$ cat src/rtl/lmmi_cfg_pkg.sv
// Shared types for the LMMI configuration sequencer: FSM states, LMMI direction
// encodings and the table entry layout.
package lmmi_cfg_pkg;

  typedef enum logic [2:0] {
    ST_IDLE  = 3'd0,
    ST_LOAD  = 3'd1,
    ST_WREQ  = 3'd2,
    ST_RREQ  = 3'd3,
    ST_RWAIT = 3'd4,
    ST_NEXT  = 3'd5,
    ST_ERR   = 3'd6
  } state_e;

  localparam logic LMMI_WRITE = 1'b1;
  localparam logic LMMI_READ  = 1'b0;

  localparam int ENT_OFS_W  = 8;
  localparam int ENT_DATA_W = 8;

  typedef struct packed {
    logic [ENT_OFS_W-1:0]  ofs;
    logic [ENT_DATA_W-1:0] data;
  } entry_t;

endpackage

$ cat src/rtl/lmmi_tmo_cnt.sv
// Saturating, clearable cycle counter; expired is high once the count sits at LIMIT-1.
module lmmi_tmo_cnt #(
  parameter int LIMIT = 64
) (
  input  logic clk,
  input  logic rst,
  input  logic clr,
  input  logic en,
  output logic expired
);

  localparam int W = (LIMIT > 1) ? $clog2(LIMIT) : 1;
  localparam logic [W-1:0] CNT_MAX = W'(LIMIT - 1);

  logic [W-1:0] cnt_q, cnt_d;

  always_comb begin
    cnt_d = cnt_q;
    if (clr) begin
      cnt_d = '0;
    end else if (en && (cnt_q != CNT_MAX)) begin
      cnt_d = cnt_q + 1'b1;
    end
  end

  always_ff @(posedge clk or posedge rst) begin
    if (rst) cnt_q <= '0;
    else     cnt_q <= cnt_d;
  end

  assign expired = (cnt_q == CNT_MAX);

endmodule

$ cat src/rtl/lmmi_cfg_seq.sv
// Walks an offset/data table and issues one LMMI write per entry with a per-transaction timeout.
// Define LMMI_CFG_SEQ_VERIFY_EN to read back and compare every entry after its write.
module lmmi_cfg_seq
  import lmmi_cfg_pkg::*;
#(
  parameter int NUM_ENTRIES = 8,
  parameter int OFS_W       = ENT_OFS_W,
  parameter int DATA_W      = ENT_DATA_W,
  parameter int TMO_CYC     = 64,
  localparam int IDX_W      = (NUM_ENTRIES > 1) ? $clog2(NUM_ENTRIES) : 1
) (
  input  logic              clk,
  input  logic              rst,
  input  logic              start,
  output logic [IDX_W-1:0]  tbl_idx,
  input  logic [OFS_W-1:0]  tbl_ofs,
  input  logic [DATA_W-1:0] tbl_data,
  output logic              lmmi_request,
  output logic              lmmi_wr_rdn,
  output logic [OFS_W-1:0]  lmmi_offset,
  output logic [DATA_W-1:0] lmmi_wdata,
  input  logic              lmmi_ready,
  input  logic [DATA_W-1:0] lmmi_rdata,
  input  logic              lmmi_rdata_valid,
  output logic              busy,
  output logic              done,
  output logic              error,
  output logic [IDX_W-1:0]  err_idx
);

  localparam logic [IDX_W-1:0] LAST_IDX = IDX_W'(NUM_ENTRIES - 1);

  state_e             state_q, state_d;
  logic [IDX_W-1:0]   idx_q, idx_d, err_idx_q, err_idx_d;
  logic               req_q, req_d, wr_q, wr_d, err_q, err_d;
  logic [OFS_W-1:0]   ofs_q, ofs_d;
  logic [DATA_W-1:0]  wdat_q, wdat_d;
  logic               tmo_clr, tmo_en, tmo_exp;

  lmmi_tmo_cnt #(.LIMIT(TMO_CYC)) u_tmo (
    .clk     (clk),
    .rst     (rst),
    .clr     (tmo_clr),
    .en      (tmo_en),
    .expired (tmo_exp)
  );

  always_comb begin
    state_d   = state_q;
    idx_d     = idx_q;
    err_idx_d = err_idx_q;
    req_d     = req_q;
    wr_d      = wr_q;
    err_d     = err_q;
    ofs_d     = ofs_q;
    wdat_d    = wdat_q;
    tmo_clr   = 1'b0;
    tmo_en    = 1'b0;
    case (state_q)
      ST_IDLE: if (start) begin
        idx_d     = '0;
        err_d     = 1'b0;
        err_idx_d = '0;
        state_d   = ST_LOAD;
      end
      ST_LOAD: begin
        ofs_d   = tbl_ofs;
        wdat_d  = tbl_data;
        wr_d    = LMMI_WRITE;
        req_d   = 1'b1;
        tmo_clr = 1'b1;
        state_d = ST_WREQ;
      end
      // ready is checked before expiry so a late-but-in-time accept still succeeds
      ST_WREQ: begin
        tmo_en = 1'b1;
        if (lmmi_ready) begin
`ifdef LMMI_CFG_SEQ_VERIFY_EN
          wr_d    = LMMI_READ;
          tmo_clr = 1'b1;
          state_d = ST_RREQ;
`else
          req_d   = 1'b0;
          state_d = ST_NEXT;
`endif
        end else if (tmo_exp) begin
          req_d   = 1'b0;
          state_d = ST_ERR;
        end
      end
`ifdef LMMI_CFG_SEQ_VERIFY_EN
      ST_RREQ: begin
        tmo_en = 1'b1;
        if (lmmi_ready) begin
          req_d   = 1'b0;
          tmo_clr = 1'b1;
          state_d = ST_RWAIT;
        end else if (tmo_exp) begin
          req_d   = 1'b0;
          state_d = ST_ERR;
        end
      end
      ST_RWAIT: begin
        tmo_en = 1'b1;
        if (lmmi_rdata_valid) begin
          state_d = (lmmi_rdata == tbl_data) ? ST_NEXT : ST_ERR;
        end else if (tmo_exp) begin
          state_d = ST_ERR;
        end
      end
`endif
      ST_NEXT: begin
        if (idx_q == LAST_IDX) begin
          state_d = ST_IDLE;
        end else begin
          idx_d   = idx_q + 1'b1;
          state_d = ST_LOAD;
        end
      end
      ST_ERR: begin
        err_d     = 1'b1;
        err_idx_d = idx_q;
        req_d     = 1'b0;
        state_d   = ST_IDLE;
      end
      default: state_d = ST_IDLE;
    endcase
  end

  always_ff @(posedge clk or posedge rst) begin
    if (rst) begin
      state_q   <= ST_IDLE;
      idx_q     <= '0;
      err_idx_q <= '0;
      req_q     <= 1'b0;
      wr_q      <= 1'b0;
      err_q     <= 1'b0;
      ofs_q     <= '0;
      wdat_q    <= '0;
    end else begin
      state_q   <= state_d;
      idx_q     <= idx_d;
      err_idx_q <= err_idx_d;
      req_q     <= req_d;
      wr_q      <= wr_d;
      err_q     <= err_d;
      ofs_q     <= ofs_d;
      wdat_q    <= wdat_d;
    end
  end

`ifndef LMMI_CFG_SEQ_VERIFY_EN
  logic unused_rd;
  assign unused_rd = ^{lmmi_rdata, lmmi_rdata_valid, LMMI_READ};
`endif

  assign tbl_idx      = idx_q;
  assign lmmi_request = req_q;
  assign lmmi_wr_rdn  = wr_q;
  assign lmmi_offset  = ofs_q;
  assign lmmi_wdata   = wdat_q;
  assign busy         = (state_q != ST_IDLE);
  assign done         = (state_q == ST_NEXT) && (idx_q == LAST_IDX);
  assign error        = err_q;
  assign err_idx      = err_idx_q;

endmodule

$ cat config.mk
export PLATFORM = sky130hd
export DESIGN_NAME = lmmi_cfg_seq
export DESIGN_NICKNAME = d
export VERILOG_FILES = /design/src/rtl/lmmi_cfg_pkg.sv /design/src/rtl/lmmi_tmo_cnt.sv /design/src/rtl/lmmi_cfg_seq.sv
export SDC_FILE = /design/constraint.sdc
export NUM_CORES = 1
export LEC_CHECK = 0
export ABC_CLOCK_PERIOD_IN_PS = 2100
export CELL_PAD_IN_SITES_DETAIL_PLACEMENT = 1
export CELL_PAD_IN_SITES_GLOBAL_PLACEMENT = 2
export CORE_ASPECT_RATIO = 1.5
export CORE_MARGIN = 5
export CORE_UTILIZATION = 39
export DETAILED_ROUTE_END_ITERATION = 8
export DONT_BUFFER_PORTS = 1
export GPL_TIMING_DRIVEN = 0
export PLACE_DENSITY = 0.82
export SYNTH_ARGS = -nofsm -noshare
export SYNTH_HDL_FRONTEND = slang
export SYNTH_HIERARCHICAL = 1
export SYNTH_SLANG_ARGS = --single-unit
$ cat constraint.sdc
create_clock -name clk -period 2.1 [get_ports clk]
set_input_delay 0.315 -clock clk [delete_from_list [all_inputs] [get_ports clk]]
set_output_delay 0.315 -clock clk [all_outputs]
set_load 0.02 [all_outputs]
Word-level counts from Yosys, hierarchy flattened

Index checks and enable logic that the tools add are counted.
W data, S select, Z words.

Add/sub/neg operators: 2
$mul: 0
Div/mod/pow operators: 0
Order comparisons: 0
Equal/unequal tests: 10
Shift-type cells: 0
Multiplexer cells: 18
Bitwise logic cells: 0
Reductions and logical operators: 12

Operators by type and width:

| kind                  | number |
|---|---|
| $mux W3               | 5 |
| $mux W6               | 2 |
| $pmux W3 S2           | 2 |
| $pmux W3 S4           | 1 |
| $eq A3 B3 Y1 const B  | 3 |
| $add A6 B1 Y6 const B | 1 |
| $eq A6 B6 Y1 const B  | 1 |
| $mux W1               | 6 |
| $ne A6 B6 Y1 const B  | 1 |
| $reduce_and A2 Y1     | 3 |
| $reduce_bool A2 Y1    | 3 |
| $reduce_bool A3 Y1    | 2 |
| $ne A2 B2 Y1 const B  | 2 |
| $add A3 B1 Y3 const B | 1 |
| $eq A3 B1 Y1 const B  | 1 |
| $eq A3 B2 Y1 const B  | 1 |
| $logic_not A3 Y1      | 1 |
| $ne A3 B3 Y1 const B  | 1 |
| $pmux W1 S3           | 1 |
| $reduce_and A3 Y1     | 1 |
| $logic_and A1 B1 Y1   | 2 |
| $pmux W1 S2           | 1 |

Flip-flop bits (word level): 34
Latch bits: 0
Bits in writable memories: 0
ROM bits: 0
Input port bits: 29
Output and inout bits: 27
Logic and storage cells: 51
Memories kept: 0

Longest topological paths before layout

Depth in word-level cells: 5
Mapped depth: 8
Mapped depth without buffers: 6

Cells and area by module

Netlist, hierarchy kept.

By module, submodules not included:

| module       | instances | cells an instance | area each (um^2) | seq. area each (um^2) |
|---|---|---|---|---|
| lmmi_cfg_seq | 1         | 88                | 1202.4           | 700.7 |
| lmmi_tmo_cnt | 1         | 37                | 369.1            | 150.1 |

Worst setup path after synthesis

Ideal clock, no wire load.

Path kind: register to register
Start: register idx_q[0] (netlist: tbl_idx[0])
End: register idx_q[0] (netlist: tbl_idx[0])
Library setup time: 0.125 ns
Arrival time: 1.510 ns
Slack: 0.466 ns
Cell stages (with the launch flop): 6
Period minus slack after synthesis: 1.634 ns
Path through: dfrtp_1 > ha_1 > ha_1 > and4bb_2 > a21oi_1 > mux2_2

Word-level cells in the longest chain between the ends: 3
Elaborated cells on any way between the ends: 6
Those cells by class: add/sub (1); eq/ne (2); mux (2); reduce/logical (1)

RTL lines:

| item                                                    | RTL line                                 | text |
|---|---|---|
| from (decl)                                             | lmmi_cfg_seq.sv:34                       | `logic [IDX_W-1:0] idx_q, idx_d, err_idx_q, err_idx_d;` |
| from (signal assigned)                                  | lmmi_cfg_seq.sv:142                      | `idx_q <= idx_d;` |
| $add A3 B1 Y3 / $eq A3 B3 Y1 (equally long branches)    | lmmi_cfg_seq.sv:116, lmmi_cfg_seq.sv:113 |  |
| $mux W3 / $ne A2 B2 Y1 (equally long branches)          | -                                        |  |
| $pmux W3 S2 / $reduce_and A3 Y1 (equally long branches) | -                                        |  |

Several ways; a longest one is shown, not always the timed one. The select of a mux whose other input is x is not followed.
A chain may end at the register's enable or synchronous reset.

Worst setup path after layout

Start: register state_q[0]
End: register u_tmo.cnt_q[1]

Elaborated cells on any way between the ends: 7
Those cells by class: eq/ne (2); mux (3); reduce/logical (2)

RTL lines:

| item                                                 | RTL line            | text |
|---|---|---|
| from (decl)                                          | lmmi_cfg_seq.sv:33  | `state_e state_q, state_d;` |
| from (signal assigned)                               | lmmi_cfg_seq.sv:141 | `state_q <= state_d;` |
| $eq A3 B1 Y1 *                                       | lmmi_cfg_seq.sv:59  | `case (state_q)` |
| $mux W1 *                                            | lmmi_cfg_seq.sv:59  |  |
| via tmo_clr                                          | lmmi_cfg_seq.sv:38  | `logic tmo_clr, tmo_en, tmo_exp;` |
| $mux W6 / $reduce_bool A2 Y1 (equally long branches) | -                   |  |
| to (signal assigned)                                 | lmmi_tmo_cnt.sv:28  | `else cnt_q <= cnt_d;` |
| to (decl)                                            | lmmi_tmo_cnt.sv:15  | `logic [W-1:0] cnt_q, cnt_d;` |

The timed path passes the listed nets; every way through them passes the cells marked *.

==> metrics.md <==
| Metric | Value |
|---|---|
| Status | completed |
| Post-DRT Antenna Nets | 0 |
| # H-tree levels | 2 |
| Port Buffer Count | 0 |
| Post-DP HPWL | around 2600 um |
| RSZ-0062 raised after global routing | false |
| Post-Route Setup TNS | 0 ns |
| Min Tclk post-route | 1.94 ns |
| CTS Sinks | 34 |
| Worst-path clk slew | 0.07 ns |
| Nets@finish | 165 |
| Slowest CP cell | nor3_4 |
| Yosys top cell by area | dfrtp_1 |
| Commonest cells after routing, fill and taps aside | dfrtp_1, mux2_2, nor2_1 |
| Top-area cell type share of the netlist area | 54.1% |
| Worst Path Arrival | around 2.1 ns |
| Slew HR | 29.4% |
| Die Span Y | 87.7 um |
| GPL Wtd Cong | around 0.76 |
| Vias in the first global route | 1153 |
| Worst setup SP type | flop |
| Actual slew at the worst max-slew pin | 1.06 ns |
| Initial antenna violation count | 0 |
| Crit-path cells | inv_2 -> nor3_4 -> buf_8 -> inv_1 -> a41oi_1 -> o311ai_1 |
| Largest buffer count on any clock path | 2 |
| Slew Viols, Final | 0 |
| Synthesized instance count | 125 |
| Synth Area per Inst | 12.6 sq um |
| CP Capture Type | flop |
| Die Area | 5430 sq um |
| Post-CTS setup buffers | 0 |
| CTS tree | yes |
| Num CTS Buffers | 5 |
| Peak VDD IR | roughly 0.0006 V |
| Core ar. | 3920 sq um |
| Overflow after GRT | 0 |
| Yosys warns | 6 |
| Largest net degree at the start of global routing | 29 |
| Detailed Routing Iterations Pass 1 | 4 |
| Final setup violation count | 0 |
| Crit-path max cell delay | around 0.50 ns |
| I/O Pins | 56 |
| Fraction of layout cells with a size suffix above 1 | 29.1% |
| Area growth syn-to-layout | 10.3% |
| Max-cap violations | 0 |
| Final instance area | 1730 sq um |
| Cell Area, Synth | about 1600 sq um |
| Yosys reg bits | 34 |
| Design Power | 2700 uW |
| Root buf cell | clkbuf_8 |
| Die X | roughly 60 um |
| CP max FO | 16 |
| Routed WL | roughly 3500 um |
| Critical Path RT | 2.25 ns |
| Worst Setup Path Type | flop to flop |
| Top cells by area, synth | dfrtp_1, mux2_2, mux2_4 |
| Final worst-path cycle share | 92.2% |
| Initial Utilization | 40.1% |
| Dpl cell area | 1630 sq um |
| Sequential fraction of the synthesis area | 54.1% |
| Leakage | roughly 0.00077 uW |
| Synth Net Count | roughly 160 |
| Global Route Usage Sum | between 10% and 20% |
| Final hold vios | 0 |
| Commonest non-fill, non-tap cell in the layout | dfrtp_1 |
| Clock skew | 0.00889 ns |
| Worst-Skew Late Latency | 0.29 ns |
| Diode count | 0 |
| Via count | 1035 |
| Rows | 28 |
| FMAX | just over 0.5 GHz |
| Unique masters post-synth | 39 |
| Iteration-0 DRC Markers | 28 |
| Routed wire length per instance | 19.5 um |
| Drt drc | 0 |
| First-pass GRT wire length | between 5000 and 6000 um |
| P per Cell Area | between 1500 and 2000 nW/um^2 |
| Min-Delay Path Class | input pin to flop |
| Vias per cell | 5.78 |
final cells by class:
cell class | instances | area (sq um)
buffer | 4 | 35.0
clock buffer | 6 | 82.6
clock inverter | 2 | 12.5
fill | 427 | 2190
inverter | 7 | 26.3
multi-input combinational | 80 | 659
sequential | 34 | 851
tap | 45 | 56.3
timing repair buffer | 1 | 10.0
synthesized netlist by cell type:
cell type	instances
mux2_2	10
dfrtp_1	34
and4_4	2
buf_8	1
nand3_1	1
or3b_2	2
buf_6	1
nor3_1	2
and4bb_2	1
a31oi_1	2
a2bb2oi_1	3
nand3_2	1
a22o_1	2
buf_2	1
o211ai_1	1
o21ai_0	4
nand2_1	7
nor3b_1	2
a41oi_1	1
o21bai_1	1
nor2b_1	1
or2_2	1
a211oi_2	1
and4b_1	1
or3_2	1
a21oi_1	5
nand4_1	2
o311ai_1	2
o31ai_1	2
clkbuf_1	1
inv_2	1
and4_1	1
nor2_1	8
o211a_1	1
nor3_4	1
a211oi_1	1
inv_1	6
ha_1	3
mux2_4	7
final timing paths:
path / start / endpoint / slack (ns) / depth (start not counted)
worst max register to register: state_q[0]$_DFFE_PP0P_ / u_tmo/cnt_q[1]$_DFFE_PP0P_ / 0.16 / 6
worst min-delay path: lmmi_ready / state_q[1]$_DFFE_PP0P_ / 0.12 / 1
worst max-delay path: state_q[0]$_DFFE_PP0P_ / u_tmo/cnt_q[1]$_DFFE_PP0P_ / 0.16 / 6
min in group asynchronous: rst / lmmi_wdata[0]$_DFFE_PP0P_ / 0.18 / 1
worst min register to register: u_tmo/cnt_q[5]$_DFFE_PP0P_ / u_tmo/cnt_q[5]$_DFFE_PP0P_ / 0.55 / 1
max in group asynchronous: rst / lmmi_wdata[7]$_DFFE_PP0P_ / 1.28 / 1
per-stage QoR:
step | instances | setup slack [ns] | util (%) | hold WS (ns)
2_1_floorplan | 125 | 0.466 | - | 0.106
3_3_place_gp | 170 | 0.269 | 41.5 | 0.140
3_5_place_dp | 170 | 0.169 | 41.5 | 0.145
4_1_cts | 179 | 0.147 | 44.2 | 0.116
5_1_grt | 179 | 0.0121 | 44.2 | 0.114
6_report | 179 | 0.163 | 44.2 | 0.123
cells by family (layout without fill, tap and decap cells):
| group | count (synthesis) | after routing | synth area share [%] |
|---|---|---|---|
| flip-flops | 34 | 34 | 54.1 |
| AND/OR/NAND/NOR | 34 | 34 | 13.8 |
| AO/OA/AOI/OAI | 26 | 26 | 11.9 |
| multiplexers | 17 | 17 | 13.9 |
| buffers and inverters | 11 | 20 | 3.90 |
| adder cells (fa/ha/maj) | 3 | 3 | 2.39 |
worst max-delay path: cells and delay by family, from the launching register on:
kind	cells	cell delay, ns
AOI/OAI and AO/OA	2	0.32
and+or+nand+nor	1	0.50
buffers and inverters	3	0.49
DFF	1	0.49
where the power goes:
group	internal (uW)	switching, uW	total, uW
Sequential	901	464	1360
Clock	263	240	503
Combinational	441	389	830
routing by layer:
| layer | global-route usage, % | vias up | wire length [um] |
|---|---|---|---|
| li1 | - | 475 | - |
| met1 | 14.2 | 535 | 1210 |
| met2 | 25.6 | 20 | 2050 |
| met3 | 3.98 | 5 | 164 |
| met4 | 7.53 | 0 | 70 |
| met5 | 0 | - | 0 |
state kept, by name, summed over array words and instances, names as in the netlist:
name / cells
err_idx: 3
error: 1
lmmi_offset: 8
lmmi_request: 1
lmmi_wdata: 8
lmmi_wr_rdn: 1
state_q: 3
tbl_idx: 3
u_tmo/cnt_q: 6
what timing repair did:
| item | CTS | global route |
|---|---|---|
| resized for setup | 0 | 0 |
| hold endpoints to repair | 6 | 0 |
| endpoints found under the setup margin | 0 | 0 |
| hold buffers | 1 | 0 |
No activity file was read; power rests on OpenSTA's default activity.
